`src/rtl/pe_bs_pkg.sv`:
```
// Shared types and helpers for the binary-serial border PE.
package pe_bs_pkg;

    // Working width of the saturating adder; operand widths up to SAT_W-1 are supported.
    localparam int unsigned SAT_W = 64;

    typedef enum logic [1:0] {
        IDLE = 2'd0,
        MUL  = 2'd1,
        ACC  = 2'd2
    } pe_bs_state_t;

    typedef struct packed {
        logic                    ovf;
        logic signed [SAT_W-1:0] sum;
    } sat_res_t;

    // Adds two values that are sign-extended from w bits. The result is either
    // wrapped to w bits or clamped to the signed w-bit range. Both forms are
    // returned sign-extended. The overflow flag is raised in either mode.
    function automatic sat_res_t sat_add(
        input logic signed [SAT_W-1:0] a,
        input logic signed [SAT_W-1:0] b,
        input int unsigned             w,
        input logic                    sat
    );
        logic signed [SAT_W-1:0] full;
        logic signed [SAT_W-1:0] hi;
        logic signed [SAT_W-1:0] lo;
        logic signed [SAT_W-1:0] wrapped;
        sat_res_t                r;
        full    = a + b;
        hi      = (SAT_W'(1) << (w - 1)) - SAT_W'(1);
        lo      = ~hi;
        wrapped = (full <<< (SAT_W - w)) >>> (SAT_W - w);
        r.ovf   = (full > hi) || (full < lo);
        r.sum   = (sat && r.ovf) ? (full[SAT_W-1] ? lo : hi) : wrapped;
        return r;
    endfunction

endpackage

```
`src/rtl/mul_bs_serial.sv`:
```
// Serial shift-add multiplier: consumes BPC ifm bits per cycle, LSB chunk first.
module mul_bs_serial
    import pe_bs_pkg::*;
#(
    parameter int unsigned IWIDTH = 8,
    parameter int unsigned BPC    = 1,
    parameter int unsigned IDEPTH = 3
) (
    input  logic                     clk,
    input  logic                     rst,
    input  logic                     start,
    input  logic                     step,
    input  logic                     abort,
    input  logic                     signed_in,
    input  logic [IWIDTH-1:0]        ifm,
    input  logic [IWIDTH-1:0]        wght,
    output logic signed [2*IWIDTH:0] prod,
    output logic [IDEPTH-1:0]        idx,
    output logic                     last
);

    localparam int unsigned NCYC = IWIDTH / BPC;
    localparam int unsigned PW   = 2 * IWIDTH + 1;

    logic [IWIDTH-1:0]    ifm_s;
    logic [IWIDTH-1:0]    wght_s;
    logic                 sgn_s;
    logic [IDEPTH-1:0]    cnt;
    logic [BPC-1:0]       chunk;
    logic                 top;
    logic signed [PW-1:0] wext;
    logic signed [PW-1:0] cext;
    logic signed [PW-1:0] term;

    // Chunk select and weighted partial product. Only the top chunk carries the sign.
    always_comb begin
        top   = (cnt == IDEPTH'(NCYC - 1));
        chunk = ifm_s[cnt*BPC +: BPC];
        wext  = {{(PW-IWIDTH){sgn_s & wght_s[IWIDTH-1]}}, wght_s};
        cext  = {{(PW-BPC){sgn_s & top & chunk[BPC-1]}}, chunk};
        term  = (wext * cext) <<< (cnt * BPC);
    end

    assign idx  = cnt;
    assign last = top;

    // Snapshot operands on start, then add one partial product per step.
    always_ff @(posedge clk) begin
        if (rst || abort) begin
            ifm_s  <= '0;
            wght_s <= '0;
            sgn_s  <= 1'b0;
            cnt    <= '0;
            prod   <= '0;
        end else if (start) begin
            ifm_s  <= ifm;
            wght_s <= wght;
            sgn_s  <= signed_in;
            cnt    <= '0;
            prod   <= '0;
        end else if (step) begin
            prod <= prod + term;
            cnt  <= top ? '0 : cnt + IDEPTH'(1);
        end
    end

endmodule

```
`src/rtl/pe_bs_border.sv`:
```
// Border PE: operand registers, control forwarding, multiply/accumulate FSM and psum output.
module pe_bs_border
    import pe_bs_pkg::*;
#(
    parameter int unsigned IWIDTH = 8,
    parameter int unsigned BPC    = 1,
    parameter int unsigned IDEPTH = 3,
    parameter int unsigned OWIDTH = 24,
    parameter bit          SAT    = 1'b0
) (
    input  logic              clk,
    input  logic              rst,
    input  logic              signed_mode,
    input  logic              mac_done,
    input  logic              en_i,
    input  logic              clr_i,
    input  logic              en_w,
    input  logic              clr_w,
    input  logic              en_o,
    input  logic              clr_o,
    input  logic [IWIDTH-1:0] ifm,
    input  logic [IWIDTH-1:0] wght,
    input  logic [OWIDTH-1:0] ofm,
    output logic [IDEPTH-1:0] idx_d,
    output logic              mac_done_d,
    output logic              en_i_d,
    output logic              clr_i_d,
    output logic              en_w_d,
    output logic              clr_w_d,
    output logic              en_o_d,
    output logic              clr_o_d,
    output logic [IWIDTH-1:0] ifm_d,
    output logic [IWIDTH-1:0] wght_d,
    output logic [OWIDTH-1:0] ofm_d,
    output logic              busy,
    output logic              ovf
);

    localparam int unsigned PW = 2 * IWIDTH + 1;

    pe_bs_state_t             state;
    logic signed [OWIDTH-1:0] acc;
    logic                     done_pend;
    logic signed [PW-1:0]     prod;
    logic [IDEPTH-1:0]        mul_idx;
    logic                     mul_last;
    logic                     mul_start;
    logic                     mul_step;
    logic signed [OWIDTH-1:0] prod_ext;
    logic [OWIDTH:0]          s_acc;
    logic [OWIDTH:0]          s_done;
    logic [OWIDTH:0]          s_idle;

    // OWIDTH-wide add; result is {overflow, sum}.
    function automatic logic [OWIDTH:0] add_w(
        input logic signed [OWIDTH-1:0] a,
        input logic signed [OWIDTH-1:0] b
    );
        sat_res_t r;
        r = sat_add(SAT_W'(a), SAT_W'(b), OWIDTH, SAT);
        return {r.ovf, r.sum[OWIDTH-1:0]};
    endfunction

    assign mul_start = en_o && !clr_o && (state == IDLE || state == ACC);
    assign mul_step  = (state == MUL) && !clr_o;
    assign busy      = (state != IDLE);
    assign idx_d     = (state == MUL) ? mul_idx : '0;

    mul_bs_serial #(
        .IWIDTH (IWIDTH),
        .BPC    (BPC),
        .IDEPTH (IDEPTH)
    ) u_mul (
        .clk       (clk),
        .rst       (rst),
        .start     (mul_start),
        .step      (mul_step),
        .abort     (clr_o),
        .signed_in (signed_mode),
        .ifm       (ifm_d),
        .wght      (wght_d),
        .prod      (prod),
        .idx       (mul_idx),
        .last      (mul_last)
    );

    // Accumulate, accumulate+psum and idle psum sums, each with its overflow bit.
    always_comb begin
        prod_ext = OWIDTH'(prod);
        s_acc    = add_w(acc, prod_ext);
        s_done   = add_w(s_acc[OWIDTH-1:0], $signed(ofm));
        s_idle   = add_w(acc, $signed(ofm));
    end

    // Operand registers: clear wins over load.
    always_ff @(posedge clk) begin
        if (rst) begin
            ifm_d  <= '0;
            wght_d <= '0;
        end else begin
            if (clr_i)     ifm_d <= '0;
            else if (en_i) ifm_d <= ifm;
            if (clr_w)     wght_d <= '0;
            else if (en_w) wght_d <= wght;
        end
    end

    // One-cycle forwarding of all control lines.
    always_ff @(posedge clk) begin
        if (rst) begin
            mac_done_d <= 1'b0;
            en_i_d     <= 1'b0;
            clr_i_d    <= 1'b0;
            en_w_d     <= 1'b0;
            clr_w_d    <= 1'b0;
            en_o_d     <= 1'b0;
            clr_o_d    <= 1'b0;
        end else begin
            mac_done_d <= mac_done;
            en_i_d     <= en_i;
            clr_i_d    <= clr_i;
            en_w_d     <= en_w;
            clr_w_d    <= clr_w;
            en_o_d     <= en_o;
            clr_o_d    <= clr_o;
        end
    end

    // Control FSM with accumulator, deferred completion and sticky overflow.
    // A mac_done_d seen during MUL is parked in done_pend so that the product
    // still in flight gets folded into the same psum in the ACC cycle.
    always_ff @(posedge clk) begin
        if (rst || clr_o) begin
            state     <= IDLE;
            acc       <= '0;
            done_pend <= 1'b0;
            ofm_d     <= '0;
            ovf       <= 1'b0;
        end else begin
            case (state)
                IDLE: begin
                    if (mac_done_d) begin
                        ofm_d <= s_idle[OWIDTH-1:0];
                        acc   <= '0;
                        ovf   <= ovf | s_idle[OWIDTH];
                    end
                    if (en_o) state <= MUL;
                end
                MUL: begin
                    if (mac_done_d) done_pend <= 1'b1;
                    if (mul_last)   state     <= ACC;
                end
                ACC: begin
                    if (mac_done_d || done_pend) begin
                        ofm_d     <= s_done[OWIDTH-1:0];
                        acc       <= '0;
                        done_pend <= 1'b0;
                        ovf       <= ovf | s_acc[OWIDTH] | s_done[OWIDTH];
                    end else begin
                        acc <= s_acc[OWIDTH-1:0];
                        ovf <= ovf | s_acc[OWIDTH];
                    end
                    state <= en_o ? MUL : IDLE;
                end
                default: state <= IDLE;
            endcase
        end
    end

endmodule

```
`config.mk`:
```
export PLATFORM = sky130hd
export DESIGN_NAME = pe_bs_border
export DESIGN_NICKNAME = d
export VERILOG_FILES = /design/src/rtl/pe_bs_pkg.sv /design/src/rtl/mul_bs_serial.sv /design/src/rtl/pe_bs_border.sv
export SDC_FILE = /design/constraint.sdc
export NUM_CORES = 1
export LEC_CHECK = 0
export CAP_MARGIN = 20
export CELL_PAD_IN_SITES_DETAIL_PLACEMENT = 1
export CELL_PAD_IN_SITES_GLOBAL_PLACEMENT = 2
export CORE_AREA = 5 5 133 198
export CTS_BUF_LIST = sky130_fd_sc_hd__clkbuf_4 sky130_fd_sc_hd__clkbuf_8
export CTS_CLUSTER_SIZE = 12
export DETAILED_ROUTE_END_ITERATION = 8
export DIE_AREA = 0 0 138 203
export PLACE_DENSITY = 0.92
export SKIP_CTS_REPAIR_TIMING = 1
export SLEW_MARGIN = 5
export SYNTH_ARGS = -nofsm -noshare
export SYNTH_HDL_FRONTEND = slang
export SYNTH_SLANG_ARGS = --single-unit
```
`constraint.sdc`:
```
create_clock -name clk -period 18.03 [get_ports clk]
set_input_delay 3.606 -clock clk [delete_from_list [all_inputs] [get_ports clk]]
set_output_delay 3.606 -clock clk [all_outputs]
set_load 0.02 [all_outputs]
```
* After elaboration in Yosys (flattened, before gate mapping)
Cells that the tools add are included.
** Word-level totals
- Logic and storage cells :: 86
- Bits of input ports :: 50
- Output and inout bits :: 52
- Register bits :: 112
** Operators by class
- Multipliers :: 1
- Shift operators :: 2
- Reduce and logical (&&, ||, !) cells :: 21
- Equal/unequal tests :: 8
- $lt $le $gt $ge :: 6
- Add/subtract/negate cells :: 5
- Bitwise logic cells :: 6
- Mux-type cells :: 18
** Operators by type and width (number)
- 24-bit 2-to-1 mux :: 4
- 24-bit one-hot mux with 2 select lines :: 2
- 25-bit by 24-bit > comparator with 1-bit output (second input constant) :: 3
- 25-bit by 24-bit < comparator with 1-bit output (second input constant) :: 3
- 24-bit by 24-bit adder with 25-bit output :: 2
- 24-bit by 17-bit adder with 25-bit output :: 1
- 17-bit adder :: 1
- 17-bit by 3-bit <<< shifter with 17-bit output :: 1
- 9-bit by 2-bit multiplier with 11-bit output :: 1
- 8-bit by 4-bit variable part select with 1-bit output :: 1
- 1-bit logical OR :: 6
- 3-bit 2-to-1 mux :: 2
- 2-bit inequality test (second input constant) :: 3
- 2-bit one-hot mux with 3 select lines :: 1
- 3-bit AND reduction :: 2
- 2-bit nonzero test :: 3
- 2-bit OR reduction :: 3
- 1-bit 2-to-1 mux :: 5
- 2-bit 2-to-1 mux :: 2
- 2-bit by 1-bit inequality test with 1-bit output (second input constant) :: 2
- 1-bit one-hot mux with 2 select lines :: 2
- 2-bit AND reduction :: 2
- 3-bit by 1-bit adder with 3-bit output (second input constant) :: 1
- 1-bit bitwise AND :: 3
- 7 further kinds :: 11

* Logic depth before layout (Yosys ltp)
- Depth after elaboration :: 7
- Gate-level depth with buffers :: 30
- Gate-level depth less buffers :: 29

* Hierarchy
A second synthesis with hierarchy kept.
** Second synthesis, totals
- Cells, all modules :: 1168
- Area total of the unflattened synthesis :: 9519.1 sq um
** By module, submodules not included
- pe_bs_border :: instances 1, cells each 779, area an instance 6287.3 sq um
- mul_bs_serial :: instances 1, cells each 389, area an instance 3231.8 sq um

* Worst setup path after synthesis
Ideal clock, no wire load.
- Kind :: input port to flip-flop
- Start point :: input port ofm[0]
- End point :: register ovf
- Arrival time :: 5.990 ns
- Data required time :: 17.901 ns
- Stages :: 12
- Slack :: 11.911 ns
- Cells stage by stage :: ha_1 > fa_1 > a211oi_1 > o21ai_1 > a211oi_1 > o32ai_1 > o41ai_2 > o21ai_1 > nand4_1 > mux2i_1 > o41ai_1 > a21oi_1
** On the way
- Longest elaborated chain between the ends :: 6
** RTL lines
- start, declared :: line pe_bs_border.sv:23 : input logic [OWIDTH-1:0] ofm,
- 24-bit by 24-bit adder with 25-bit output :: line pe_bs_pkg.sv:32 : full = a + b;
- 25-bit by 24-bit > comparator with 1-bit output / 25-bit by 24-bit < comparator with 1-bit output (equally long branches) :: line pe_bs_pkg.sv:36 : r.ovf = (full > hi) || (full < lo);
- 1-bit logical OR :: line pe_bs_pkg.sv:36
- 1-bit OR (on tied branches) :: line pe_bs_border.sv:158, pe_bs_border.sv:145
- 1-bit 2-to-1 mux (on tied branches) :: line pe_bs_border.sv:154, pe_bs_border.sv:142
- 1-bit one-hot mux with 2 select lines (*) :: line pe_bs_border.sv:140 : case (state)
- end signal, assigned :: line pe_bs_border.sv:145 : ovf <= ovf | s_idle[OWIDTH];
- end signal, assigned :: line pe_bs_border.sv:158 : ovf <= ovf | s_acc[OWIDTH] | s_done[OWIDTH];
- end signal, assigned :: line pe_bs_border.sv:161 : ovf <= ovf | s_acc[OWIDTH];
- end, declared :: line pe_bs_border.sv:36 : output logic ovf
Mark *: on every way between the ends. The rest lies on a longest branch, timed or not. The select of a mux whose other input is x is not followed.
A chain may end at the register's enable or synchronous reset.

* Worst setup path after layout
- Start point :: register u_mul.cnt[1] (netlist: u_mul.idx[1])
- End point :: register u_mul.prod[16]
** On the way
- Longest elaborated chain between the ends :: 6
** RTL lines
- start, declared :: line mul_bs_serial.sv:28 : logic [IDEPTH-1:0] cnt;
- start signal, assigned :: line mul_bs_serial.sv:63 : cnt <= top ? '0 : cnt + IDEPTH'(1);
- branches (longest 4 deep; another with 9-bit by 2-bit multiplier with 11-bit output)
- 17-bit by 3-bit <<< shifter with 17-bit output (*) :: line mul_bs_serial.sv:41 : term = (wext * cext) <<< (cnt * BPC);
- 17-bit adder (*) :: line mul_bs_serial.sv:62 : prod <= prod + term;
- end signal, assigned :: line mul_bs_serial.sv:62
- end, declared :: line mul_bs_serial.sv:17 : output logic signed [2*IWIDTH:0] prod,
Mark *: on every way between the ends.

==> results.py <==
metrics = {
    "run_status": {
        "status": "finished clean",
    },
    "synthesis": {
        "ys_async_sr_fraction": 0,
        "synth_seq_cells": 112,
        "synth_edf_count": 0,
        "synth_fp_nets": 1305,
        "netlist_area_sq_um": 9050,
        "ys_seq_area_frac": 0.248,
        "ys_types": 74,
        "avgSynthCellArea_sq_um": 7.92,
        "syn_inst": 1144,
        "yosys_most_used_dff": "dfxtp_1",
        "yosysWarningCount": 0,
    },
    "cts": {
        "numCtsBuffers": 9,
        "clock_sinks": 112,
        "clkLatencyLatePin_ps": 420,
        "cts_tree": "done",
        "clk_pin_slew_ps": 130,
        "clockBufferDepth": 2,
        "cts_root_buf": "clkbuf_8",
        "h-tree-depth": 3,
    },
    "sta": {
        "worst_clock_skew_ps": 14.8,
        "hold_viol": 0,
        "slew_violations": 0,
        "rsz0062_at_grt": "no",
        "period_minus_slack_ps": 7330,
        "setup_viol": 0,
        "slew_headroom": 0.324,
        "fin_crit_sh": 0.406,
        "tightest_slew_ps": 1010,
        "fmaxAchievable_mhz": 136,
        "fin_tns_setup_ps": 0,
    },
    "critical_path": {
        "crit_arrival_ps": 7670,
        "start_kind": "register",
        "crit_buf_inv": 2,
        "critPathLaunch": "u_mul.idx[1]",
        "ff2ff_setup_slack_ps": 10700,
        "cp-end-kind": "register",
        "critPathRequiredTime_ps": 18370,
        "cpPeakStageDelay_ps": 970,
        "critPathMaxFanout": 27,
        "r2r_start": "u_mul.idx[1]",
        "path_delay_family": "compound AO/OA/AOI/OAI gates",
        "slowest_stage": "dfxtp_1",
        "critPathKind": "reg -> reg",
        "cpMostUsedCell": "a21oi_1",
    },
    "grt": {
        "gr-usage-all-layers": 0.202,
        "grt_pass1_vias": 9393,
        "overflow": 0,
        "grt_pass1_wl_um": 46500,
        "antenna_found_initial": 0,
        "grt_max_degree": 55,
    },
    "final_layout": {
        "final_util": 0.435,
        "final_cell_mix": "nor2_1 (135), a21oi_1 (120), nand2_1 (117), dfxtp_1 (112), ha_1 (105)",
        "final_nets": 1383,
        "final_common_cell": "nor2_1",
        "final_cells": 1551,
        "area_growth_pct": 16.9,
        "drive_gt1_frac": 0.0497,
        "diodes": 0,
    },
    "floorplan": {
        "start_util": 0.372,
        "die_w_um": 138,
        "fp.dieArea_sq_um": 28000,
        "die_y_um": 203,
        "io_pins": 102,
        "row_count": 70,
        "core_sq_um": 24300,
    },
    "worst_hold_path": {
        "min_from": "ofm_d[2]",
        "hp-class": "reg -> reg",
    },
    "route": {
        "drc": 0,
        "drt_iter0_drc": 206,
        "viasPerCell": 5.55,
        "drtAntennaViolNets": 0,
        "vias": 8611,
        "finalWirelength_um": 28800,
        "wl_per_cell_um": 18.6,
        "dr.pass1.iters": 4,
    },
    "power": {
        "p_comb_frac": 0.135,
        "intPower_uw": 334,
        "clkPwrFrac": 0.335,
        "power_switching_uw": 144,
        "power.total_uw": 477,
        "p_leak_nw": 4.36,
        "p_sw_frac": 0.301,
        "p_per_area_nw_per_um2": 45.1,
        "seqPwrFrac": 0.530,
        "max-vdd-ir-drop_uv": 39.1,
    },
    "run": {
        "maxCapViolations": 0,
    },
    "place": {
        "io_buffer_count": 101,
        "gp_congestion": 0.849,
        "dp_hpwl_um": 23700,
        "dp_cells": 1535,
    },
}
## cell families after synthesis
group / count (synthesis) / share of synthesized area
DFF: 112 / 0.248
buffers and inverters: 77 / 0.0330
xor gates and xnor gates: 76 / 0.0735
muxes: 39 / 0.0493
and+or+nand+nor: 381 / 0.188
AOI/OAI and AO/OA: 348 / 0.250
adders and majority gates: 111 / 0.158
## per-stage QoR
stage | cell area (sq um) | setup slack [ps] | hold slack (ps)
2_1_floorplan | 9050 | 11910 | 432
3_3_place_gp | 10400 | 10800 | 442
3_5_place_dp | 10400 | 10700 | 450
4_1_cts | 10600 | 10680 | 468
5_1_grt | 10600 | 10020 | 482
6_report | 10600 | 10700 | 465
## path summary, 6_finish.rpt
kind / endpoint / cells past startpoint
max: u_mul.prod[16] / 29
min: ofm_d[2] / 2
min reg2reg: ofm_d[2] / 2
max reg2reg: u_mul.prod[16] / 29
## state kept, by name, indices dropped and copies added (netlist names)
register	count
mac_done_d	1
ifm_d	8
en_o_d	1
ofm_d	24
state	2
ovf	1
clr_w_d	1
u_mul.ifm_s	8
wght_d	8
clr_i_d	1
u_mul.idx	3
done_pend	1
en_w_d	1
clr_o_d	1
u_mul.prod	17
u_mul.sgn_s	1
acc	24
en_i_d	1
u_mul.wght_s	8
## tightest hold or removal path, stage by stage (launching register included)
cell and delay, ps:
dfxtp_1 330, nand2_1 50, a21oi_1 50
## synth_stat cells, types with 28 or more instances
cell type  instances  share of area
o21ai_0           62          0.034
nor3_1            28          0.015
ha_1             105           0.15
nor2b_1           29          0.020
nor2_1           136          0.056
nand2_1          117          0.049
clkbuf_1          37          0.015
a21o_1            30          0.025
dfxtp_1          112           0.25
a21oi_1          120          0.066
xnor2_1           58          0.056
inv_1             31          0.013
mux2i_1           30          0.033
## power by group through the flow
stage	Combinational [mW]	Clock (mW)	Sequential, mW
2_1_floorplan	0.0317	0	0.261
3_3_place_gp	0.0635	0	0.259
3_5_place_dp	0.0648	0	0.259
4_1_cts	0.0651	0.166	0.253
5_1_grt	0.0695	0.174	0.254
6_report	0.0643	0.160	0.253
## per-layer routing
| metal | global-route usage | vias to the layer above | wire length [um] |
|---|---|---|---|
| met4 | 0.0907 | 0 | 1210 |
| met1 | 0.188 | 4151 | 10300 |
| li1 | - | 4272 | - |
| met5 | 0 | - | 0 |
| met3 | 0.0243 | 60 | 612 |
| met2 | 0.428 | 128 | 16700 |
## cell type report
class	count	area, sq um
clock buffer	9	124
clock inverter	7	73.8
fill	3061	13800
inverter	32	120
multi-input combinational	955	6530
sequential	112	2240
tap	324	405
timing repair buffer	112	1090
No activity file was read; power rests on OpenSTA's default activity.
